## config.mk

```make
export PLATFORM = sky130hd
export DESIGN_NAME = led_code_sched
export DESIGN_NICKNAME = d
export VERILOG_FILES = /design/src/rtl/led_code_sched_pkg.sv /design/src/rtl/led_code_sched_rr.sv /design/src/rtl/led_code_sched.sv
export SDC_FILE = /design/constraint.sdc
export NUM_CORES = 1
export LEC_CHECK = 0
export ABC_AREA = 1
export CELL_PAD_IN_SITES_DETAIL_PLACEMENT = 0
export CELL_PAD_IN_SITES_GLOBAL_PLACEMENT = 1
export CORE_UTILIZATION = 41
export CTS_CLUSTER_DIAMETER = 150
export DETAILED_ROUTE_END_ITERATION = 16
export GPL_TIMING_DRIVEN = 0
export PLACE_DENSITY_LB_ADDON = 0.1
export SYNTH_ARGS = -nofsm -noshare
export SYNTH_HDL_FRONTEND = slang
export SYNTH_SLANG_ARGS = --single-unit
```

## constraint.sdc

```tcl
create_clock -name clk -period 2.96 [get_ports clk]
set_input_delay 0.592 -clock clk [delete_from_list [all_inputs] [get_ports clk]]
set_output_delay 0.592 -clock clk [all_outputs]
set_load 0.01 [all_outputs]
```

## src/rtl/led_code_sched_pkg.sv

```systemverilog
// led_code_sched_pkg: shared types and constants for the LED code scheduler
// Holds the scheduler state enum, the blink-code width, the requester limit
// and a small helper used to size the shared cycle counter.
package led_code_sched_pkg;

    localparam int CODE_W  = 4;
    localparam int MAX_REQ = 8;
    localparam int ID_W    = $clog2(MAX_REQ);

    typedef enum logic [2:0] {
        S_IDLE,
        S_ISSUE,
        S_WAIT_BUSY,
        S_WAIT_DONE,
        S_GAP
    } state_t;

    function automatic int max2(input int a, input int b);
        return (a > b) ? a : b;
    endfunction

endpackage

```

## src/rtl/led_code_sched_rr.sv

```systemverilog
// rr_arbiter: combinational round-robin pick of the first request after ptr
// Ports:
//   req  - request vector, one bit per requester
//   ptr  - index of the requester served last
//   gnt  - one-hot grant (all zero when nothing requests)
//   idx  - index of the granted requester (0 when nothing requests)
module rr_arbiter
    import led_code_sched_pkg::*;
#(
    parameter int N = 4
) (
    input  logic [N-1:0]    req,
    input  logic [ID_W-1:0] ptr,
    output logic [N-1:0]    gnt,
    output logic [ID_W-1:0] idx
);

    logic hit;

    // First pass looks strictly above ptr, second pass wraps to the bottom;
    // together they scan ptr+1 .. ptr in circular order.
    always_comb begin
        gnt = '0;
        idx = '0;
        hit = 1'b0;
        for (int i = 0; i < N; i++) begin
            if (!hit && req[i] && i > int'(ptr)) begin
                hit    = 1'b1;
                gnt[i] = 1'b1;
                idx    = ID_W'(i);
            end
        end
        for (int i = 0; i < N; i++) begin
            if (!hit && req[i]) begin
                hit    = 1'b1;
                gnt[i] = 1'b1;
                idx    = ID_W'(i);
            end
        end
    end

endmodule

```

## src/rtl/led_code_sched.sv

```systemverilog
// led_code_sched: round-robin scheduler sharing one LED flasher among requesters
// Ports:
//   clk, rst     - clock and synchronous active-high reset
//   req_valid    - per-requester one-cycle post strobe
//   req_code     - per-requester blink count, nibble i for requester i
//   req_fast     - per-requester fast-blink flag
//   req_done     - one-cycle pulse when requester's code finished or was dropped
//   pending      - requester holds an unserved code
//   fl_mode      - code to flasher, nonzero for exactly one cycle per issue
//   fl_fast      - fast flag to flasher, valid with fl_mode
//   fl_busy      - flasher busy
//   active       - a code is in flight; active_id is its requester
//   err_nostart  - sticky: flasher never went busy after an issue
module led_code_sched
    import led_code_sched_pkg::*;
#(
    parameter int N_REQ     = 4,
    parameter int START_TMO = 8,
    parameter int GAP_CYC   = 1000
) (
    input  logic                    clk,
    input  logic                    rst,
    input  logic [N_REQ-1:0]        req_valid,
    input  logic [CODE_W*N_REQ-1:0] req_code,
    input  logic [N_REQ-1:0]        req_fast,
    output logic [N_REQ-1:0]        req_done,
    output logic [N_REQ-1:0]        pending,
    output logic [CODE_W-1:0]       fl_mode,
    output logic                    fl_fast,
    input  logic                    fl_busy,
    output logic                    active,
    output logic [ID_W-1:0]         active_id,
    output logic                    err_nostart
);

    localparam int CW = $clog2(max2(START_TMO, GAP_CYC) + 1);
    // Counters load N-1 and run down to 0, so a phase lasts exactly N cycles.
    localparam logic [CW-1:0]   TMO_LD  = CW'((START_TMO > 0) ? START_TMO - 1 : 0);
    localparam logic [CW-1:0]   GAP_LD  = CW'((GAP_CYC > 0) ? GAP_CYC - 1 : 0);
    localparam logic [ID_W-1:0] PTR_RST = ID_W'(N_REQ - 1);

    state_t              state;
    logic [CW-1:0]       cnt;
    logic [ID_W-1:0]     ptr;
    logic [CODE_W-1:0]   code_q [N_REQ];
    logic [N_REQ-1:0]    fast_q;
    logic [N_REQ-1:0]    gnt;
    logic [N_REQ-1:0]    gnt_q;
    logic [N_REQ-1:0]    post;
    logic [ID_W-1:0]     gidx;
    logic [CODE_W-1:0]   sel_code;
    logic                sel_fast;
    logic                grant;

    rr_arbiter #(.N(N_REQ)) u_arb (
        .req (pending),
        .ptr (ptr),
        .gnt (gnt),
        .idx (gidx)
    );

    // A zero code is not a request at all.
    always_comb begin
        post = '0;
        for (int i = 0; i < N_REQ; i++)
            post[i] = req_valid[i] && (req_code[i*CODE_W +: CODE_W] != '0);
    end

    always_comb begin
        sel_code = '0;
        sel_fast = 1'b0;
        for (int i = 0; i < N_REQ; i++) begin
            if (gnt[i]) begin
                sel_code = code_q[i];
                sel_fast = fast_q[i];
            end
        end
    end

    assign grant = (state == S_IDLE) && (|pending) && !fl_busy;

    // Per-requester slot. A post in the grant cycle wins over the clear, so
    // the issue carries the old code while the new one stays pending.
    always_ff @(posedge clk) begin
        if (rst) begin
            pending <= '0;
            fast_q  <= '0;
            for (int i = 0; i < N_REQ; i++)
                code_q[i] <= '0;
        end else begin
            for (int i = 0; i < N_REQ; i++) begin
                if (post[i]) begin
                    pending[i] <= 1'b1;
                    code_q[i]  <= req_code[i*CODE_W +: CODE_W];
                    fast_q[i]  <= req_fast[i];
                end else if (grant && gnt[i]) begin
                    pending[i] <= 1'b0;
                end
            end
        end
    end

    always_ff @(posedge clk) begin
        if (rst) begin
            state       <= S_IDLE;
            cnt         <= '0;
            ptr         <= PTR_RST;
            gnt_q       <= '0;
            fl_mode     <= '0;
            fl_fast     <= 1'b0;
            req_done    <= '0;
            active      <= 1'b0;
            active_id   <= '0;
            err_nostart <= 1'b0;
        end else begin
            fl_mode  <= '0;
            fl_fast  <= 1'b0;
            req_done <= '0;
            case (state)
                S_IDLE: begin
                    if (grant) begin
                        state     <= S_ISSUE;
                        fl_mode   <= sel_code;
                        fl_fast   <= sel_fast;
                        active    <= 1'b1;
                        active_id <= gidx;
                        ptr       <= gidx;
                        gnt_q     <= gnt;
                    end
                end
                S_ISSUE: begin
                    state <= S_WAIT_BUSY;
                    cnt   <= TMO_LD;
                end
                S_WAIT_BUSY: begin
                    if (fl_busy) begin
                        state <= S_WAIT_DONE;
                    end else if (cnt == '0) begin
                        err_nostart <= 1'b1;
                        req_done    <= gnt_q;
                        active      <= 1'b0;
                        cnt         <= GAP_LD;
                        state       <= S_GAP;
                    end else begin
                        cnt <= cnt - 1'b1;
                    end
                end
                S_WAIT_DONE: begin
                    if (!fl_busy) begin
                        req_done <= gnt_q;
                        active   <= 1'b0;
                        cnt      <= GAP_LD;
                        state    <= S_GAP;
                    end
                end
                S_GAP: begin
                    if (cnt == '0)
                        state <= S_IDLE;
                    else
                        cnt <= cnt - 1'b1;
                end
                default: state <= S_IDLE;
            endcase
        end
    end

endmodule

```

==> results of run 1 <==
==> flip-flops by register name, summed over array words and instances, names as in the netlist <==
name	flops
active_id	2
req_done	4
pending	4
gnt_q	4
fl_fast	1
fl_mode	4
code_q	16
err_nostart	1
fast_q	4
ptr	2
state	3
cnt	10
active	1
==> power by group through the flow <==
stage	Clock [uW]	Sequential (uW)	Combinational, uW
final	463	999	1080
after detailed placement	0	1010	1090
after global routing	506	1020	1240
after global placement	0	1010	1080
after floorplan	0	1010	799
after CTS	478	998	1090
==> final cells by class <==
class / instances / area, um2
buffer: 6 / 30.0
clock buffer: 7 / 97.6
clock inverter: 1 / 5.00
fill: 650 / 3020
inverter: 62 / 235
multi-input combinational: 244 / 1190
sequential: 56 / 1280
tap: 77 / 96.3
timing repair buffer: 43 / 430
==> worst min-delay path, delay by kind of cell (launching register included) <==
kind / cells / cell delay, ps
DFF: 1 / 320
and+or+nand+nor: 2 / 90
==> path summary, 6_finish.rpt <==
| path | start | end | slack (ps) |
|---|---|---|---|
| worst max-delay path | rst | cnt[7] | 860 |
| worst min-delay path | gnt_q[1] | req_done[1] | 440 |
| worst max register to register | cnt[0] | cnt[2] | 1210 |
| worst min register to register | gnt_q[1] | req_done[1] | 440 |
==> logic make-up after synthesis <==
logic type | count (synthesis)
xor+xnor | 2
simple gates | 189
buf+inv | 68
other cells | 1
compound gates | 51
fa+ha+maj | 1
flops | 56
==> layer usage <==
layer | part of all wire, % | global-route usage (%) | wire length (um)
met5 | 0 | 0 | 0
met4 | 0.85 | 4.62 | 50
met3 | 3.3 | 3.26 | 195
met2 | 43 | 26.4 | 2550
met1 | 53 | 25.8 | 3100
==> synth_stat cells, types with 3 or more instances <==
cell | count | area [um2]
nor2_2 | 3 | 18.8
a31oi_1 | 3 | 18.8
nor2_4 | 6 | 67.6
edfxtp_1 | 16 | 480
nand2_2 | 4 | 25.0
a21oi_1 | 20 | 100
o21ai_0 | 18 | 90.1
o21a_1 | 4 | 30.0
inv_1 | 55 | 206
nand2_1 | 98 | 368
dfxtp_1 | 40 | 801
nand4_1 | 5 | 31.3
clkbuf_1 | 4 | 15.0
inv_2 | 5 | 18.8
nand3_1 | 22 | 110
nor2_1 | 42 | 158
==> per-stage QoR <==
stage,instances,utilization [%]
6_report,496,52.7
5_1_grt,496,52.7
4_1_cts,496,52.7
3_5_place_dp,488,51.1
3_3_place_gp,488,51.1
2_1_floorplan,368,-
==> results.md, run 1 <==
- Outcome: complete, no violations
- Vias: 2,354
- Die Span Y: 83.7 um
- Crit path max-delay cell type: clkdlybuf4s50_1
- Post-CTS Setup Inserts: 0
- Peak VDD IR: 391 uV
- Crit Path Category: primary input to flip-flop
- Htree depth: 2
- TritonCTS clock tree: done
- Adder-Cell Fraction of Synth Area: 0.457%
- Worst EP arrival: 2280 ps
- Final Max Slew Viols: 0
- Slew headroom: 58.2%
- WP buf/inv: 3
- Ys flop type: dfxtp_1
- CP Capture Type: flip-flop
- Post-synth net total: 396
- Placed cell area: 3260 um2
- Starting DRT DRC Count: 86
- Antenna violations before repair: 0
- Grt total ovfl: 0
- Sw frac: 40.2%
- Slew at the pin closest to its max-slew limit: 627 ps
- CTS max path bufs: 2
- Mean number of vias per cell: 4.75
- TritonCTS Buffers: 5
- Chip width: 83.7 um
- WHS Path Cells: 2
- Max-Cap Viols: 0
- Data required time of the worst path: 3140 ps
- Post-CTS Hold Fix Bufs: 0
- All-Layer GR Usage: 17.5%
- Root buffer cell: clkbuf_8
- Crit share post-route: 71.0%
- Routed WL: 5890 um
- Hold slack: 437 ps
- RSZ-0062 raised after global routing: no
- First-pass GRT wire length: 9840 um
- Post-synthesis mux area share: 0%
- Min-delay worst type: flip-flop to flip-flop
- Port bufs: 43
- Worst-path fanout max: 10
- Levels on crit path: 4
- R2R depth: 11
- Routability cong.: 0.842
- Drt pass-1 iters: 4
- Drt wl/cell: 11.9 um
- DP Worst Slack: 535 ps
- Post-Synthesis Cells: 368
- Largest family of logic cells by synthesized area: simple AND/OR/NAND/NOR gates
- Hold Vio Cnt, Final: 0
- PwrDens: 757 nW/um2
- Synth Area in Simple Gates: 31.7%
- Tmin final: 2100 ps
- Commonest non-fill, non-tap cell in the layout: nand2_1
- Total power draw: 2550 uW
- Int Pwr: 1520 uW
- Fin nets: 446
- DRC viols: 0
- Die area: 7000 um2
- Flop pwr share: 39.2%
- Flops & latches, synth: 56
- Max incr delay on CP: 580 ps
- Pin count of the biggest net entering global routing: 17
- Post-route ant nets: 0
- Vias in the first global route: 2,091
- Register area share after synthesis: 46.8%
- Pleak: 0.00152 uW
- Layout cells sized above 1: 8.11%
- CTS clk-pin slew, worst paths: 100 ps
- CP delay by family, top: buffers and inverters
- Setup TNS Final: 0 ps
- Setup Viol. Count Final: 0
- CP Cell Sequence: clkdlybuf4s50_1 -> clkbuf_1 -> clkbuf_1 -> a21oi_1
- Ports: 45
- Starting density of the core: 42.8%
- Area of the mapped netlist: 2740 um2
- Compound-gate portion of the synthesized area: 10.5%
- Total number of yosys warnings: 0
- Net Sw Power: 1020 uW
- Floorplan core area: 6390 um2
- Mean Syn Cell Area: 7.43 um2
- Post_cts resized: 0
- Most frequent cells in the layout: nand2_1, inv_1, clkdlybuf4s50_1
- Clock network fraction of total power: 18.2%
- Synth async-reset ratio: 0%
- Most frequent CP cell: clkbuf_1
- Clock sink count: 56
- Setup WS post-layout: 858 ps
- Post-route cell area: 3360 um2
- Hpwl dp: 4430 um
- Combinational share of power: 42.6%
- Worst skew pair latency: 310 ps
- Synth unique cells: 33
- Post-Synth XOR/XNOR Area: 0.640%
- Row count: 29
- Startpoint types: primary input
- Number of flops mapped to enable cells by yosys: 16
- F_max: 0.476 GHz
- Layout area overhead: 23.0%
- Clk_skew: 7.10 ps
- ANT cells: 0
Note: power is estimated with default switching activity, not from simulation.
==> run 2, diff against run 1 <==
--- a/config.mk
+++ b/config.mk
@@ -8,7 +8,7 @@
 export ABC_AREA = 1
 export CELL_PAD_IN_SITES_DETAIL_PLACEMENT = 0
 export CELL_PAD_IN_SITES_GLOBAL_PLACEMENT = 1
-export CORE_UTILIZATION = 41
+export CORE_UTILIZATION = 38
 export CTS_CLUSTER_DIAMETER = 150
 export DETAILED_ROUTE_END_ITERATION = 16
 export GPL_TIMING_DRIVEN = 0
==> constraint.sdc (replaced) <==
create_clock -name clk -period 2 [get_ports clk]
set_input_delay 0.4 -clock clk [delete_from_list [all_inputs] [get_ports clk]]
set_output_delay 0.4 -clock clk [all_outputs]
set_load 0.01 [all_outputs]
==> results.md, run 2 (synthesized netlist as in run 1, its figures left out) <==
- CP delay by family, top: buffers and inverters
- Drt wl/cell: 11.6 um (-2.6%)
- # fillers: 699 (+7.5%)
- Mean number of vias per cell: 4.66 (-1.8%)
- Int Pwr: 2300 uW (+51%)
- Largest register FFs: 16 (unchanged)
- Layout cells sized above 1: 8.35% (+0.24 points)
- Final Core Density: 49.5% (-3.2 points)
- Setup Viol. Count Final: 0 (unchanged)
- Crit path max-delay cell type: clkdlybuf4s50_1
- Net Sw Power: 1520 uW (+48%)
- Ports: 45 (unchanged)
- Routed WL: 5960 um (+1.1%)
- Hold Vio Cnt, Final: 0 (unchanged)
- Post-route ant nets: 0 (unchanged)
- Max incr delay on CP: 570 ps (about the same)
- Crit Path Category: flip-flop to primary output
- Floorplan core area: 6870 um2 (+7.6%)
- Top flop regs: code_q (16), cnt (10)
- WHS Endpoint: req_done[1]
- Commonest non-fill, non-tap cell in the layout: nand2_1
- Max-Cap Viols: 0 (unchanged)
- All-Layer GR Usage: 16.6% (-0.91 points)
- Hold path startpoint: gnt_q[1]
- Combinational share of power: 42.0% (-0.6 points)
- Grt total ovfl: 0 (unchanged)
- Starting DRT DRC Count: 120 (+40%)
- Drt pass-1 iters: 4 (unchanged)
- Outcome: complete, no violations
- Most frequent cells in the layout: nand2_1, inv_1, clkdlybuf4s50_1
- Worst reg2reg path endpoint: cnt[1]
- CTS max path bufs: 2 (unchanged)
- Sw frac: 39.7% (-0.47 points)
- Hpwl dp: 4670 um (+5.6%)
- Port bufs: 43 (unchanged)
- Chip width: 86.8 um (+3.8%)
- Post-CTS Hold Fix Bufs: 0 (unchanged)
- WHS Path Cells: 2 (unchanged)
- CP Cell Sequence: clkdlybuf4s50_1
- Worst-path fanout max: 6 (-4)
- Starting density of the core: 39.8% (-3.0 points)
- Min-delay worst type: flip-flop to flip-flop
- Clock sink count: 56 (unchanged)
- WP buf/inv: 1 (-2)
- Htree depth: 2 (unchanged)
- Row count: 30 (+3.4%)
- Levels on crit path: 1 (-3)
- F_max: 0.577 GHz
- Die area: 7540 um2 (+7.7%)
- TritonCTS clock tree: done
- PwrDens: 1120 nW/um2 (+49%)
- Slew at the pin closest to its max-slew limit: 559 ps (-68.2 ps)
- First-pass GRT wire length: 9700 um (-1.4%)
- TritonCTS Buffers: 5 (unchanged)
- Final Non-Filler Cells: 515 (+3.8%)
- Crit share post-route: 86.6%
- Antenna violations before repair: 0 (unchanged)
- Pleak: 0.00153 uW (+0.35%)
- Fin nets: 446 (unchanged)
- R2R depth: 11 (unchanged)
- Worst EP arrival: 1330 ps (-950 ps)
- Clock network fraction of total power: 19.4% (+1.2 points)
- Vias: 2,399 (+1.9%)
- ANT cells: 0 (unchanged)
- Slew headroom: 62.7% (+4.5 points)
- Routability cong.: 0.854 (+1.5%)
- Tmin final: 1730 ps
- R2R Setup Slk: 280 ps (-930 ps)
- Reg2reg start: cnt[0]
- Total power draw: 3820 uW (+50%)
- Biggest register: code_q
- DRC viols: 0 (unchanged)
- Pin count of the biggest net entering global routing: 18 (+1)
- Peak VDD IR: 428 uV (+9.6%)
- Data required time of the worst path: 1600 ps (-1540 ps)
- Layout area overhead: 24.2%
- Clk_skew: 8.91 ps (+1.81 ps)
- Flop pwr share: 38.6% (-0.6 points)
- Placed cells: 507 (+3.9%)
- Worst skew pair latency: 310 ps (about the same)
- CP Capture Type: primary output
- Worst setup path start: pending[2]
- Startpoint types: flip-flop
- Vias in the first global route: 2,079 (-0.57%)
- Final Max Slew Viols: 0 (unchanged)
- Hold slack: 441 ps (+4.05 ps)
- Die Span Y: 86.8 um (+3.8%)
- CTS clk-pin slew, worst paths: 100 ps (about the same)
- Root buffer cell: clkbuf_8
- RSZ-0062 raised after global routing: no
## run 2: worst max path at each step
stage / end / slack, ps
after floorplan: cnt[0] / 490
after global placement: gnt_q[0] / -260
after detailed placement: active / -250
after CTS: active / 60
after global routing: req_done[3] / 100
final: pending[2] / 270
## run 2: through the flow
stage / cell area [um2] / setup TNS, ps / setup slack [ps]
finish: 3400 / 0 / 267
global route: 3400 / 0 / 102
CTS: 3400 / 0 / 64.2
detailed placement: 3290 / -4160 / -245
global placement: 3290 / -4970 / -259
floorplan: 2740 / 0 / 494
## run 2: final cells by class
cell class | count | area (um2) | area share (%)
clock buffer | 5 | 68.8 | 2.03
clock inverter | 3 | 42.5 | 1.25
inverter | 62 | 235 | 6.92
tap | 96 | 120 | 3.53
multi-input combinational | 244 | 1190 | 35.0
timing repair buffer | 43 | 430 | 12.7
sequential | 56 | 1280 | 37.7
buffer | 6 | 31.3 | 0.920
## run 2: timing repair
| action | 4_1_cts | 5_1_grt |
|---|---|---|
| hold endpoints to repair | 0 | 0 |
| setup endpoints to repair | 0 | 1 |
| buffers inserted | 0 | 0 |
| resized for setup | 0 | 2 |
## run 2: power groups by stage
stage	sequential [uW]	combinational (uW)	clock, uW
global route	1500	1830	807
detailed placement	1500	1610	0
finish	1480	1600	740
floorplan	1500	1180	0
global placement	1500	1610	0
CTS	1480	1620	759
## run 2: tightest hold or removal path, delay by kind of cell (launching register included)
| family | cells | cell delay (ps) |
|---|---|---|
| flops | 1 | 320 |
| simple gates | 2 | 90 |
## run 2: layer usage
layer / part of all wire (%) / GRT usage [%] / wire length [um] / vias up
met5: 0 / 0 / 0 / -
met4: 0.96 / 4.09 / 57 / 0
met3: 4.6 / 2.67 / 276 / 5
met2: 44 / 25.8 / 2600 / 42
met1: 51 / 24.1 / 3020 / 1090
li1: - / - / - / 1262
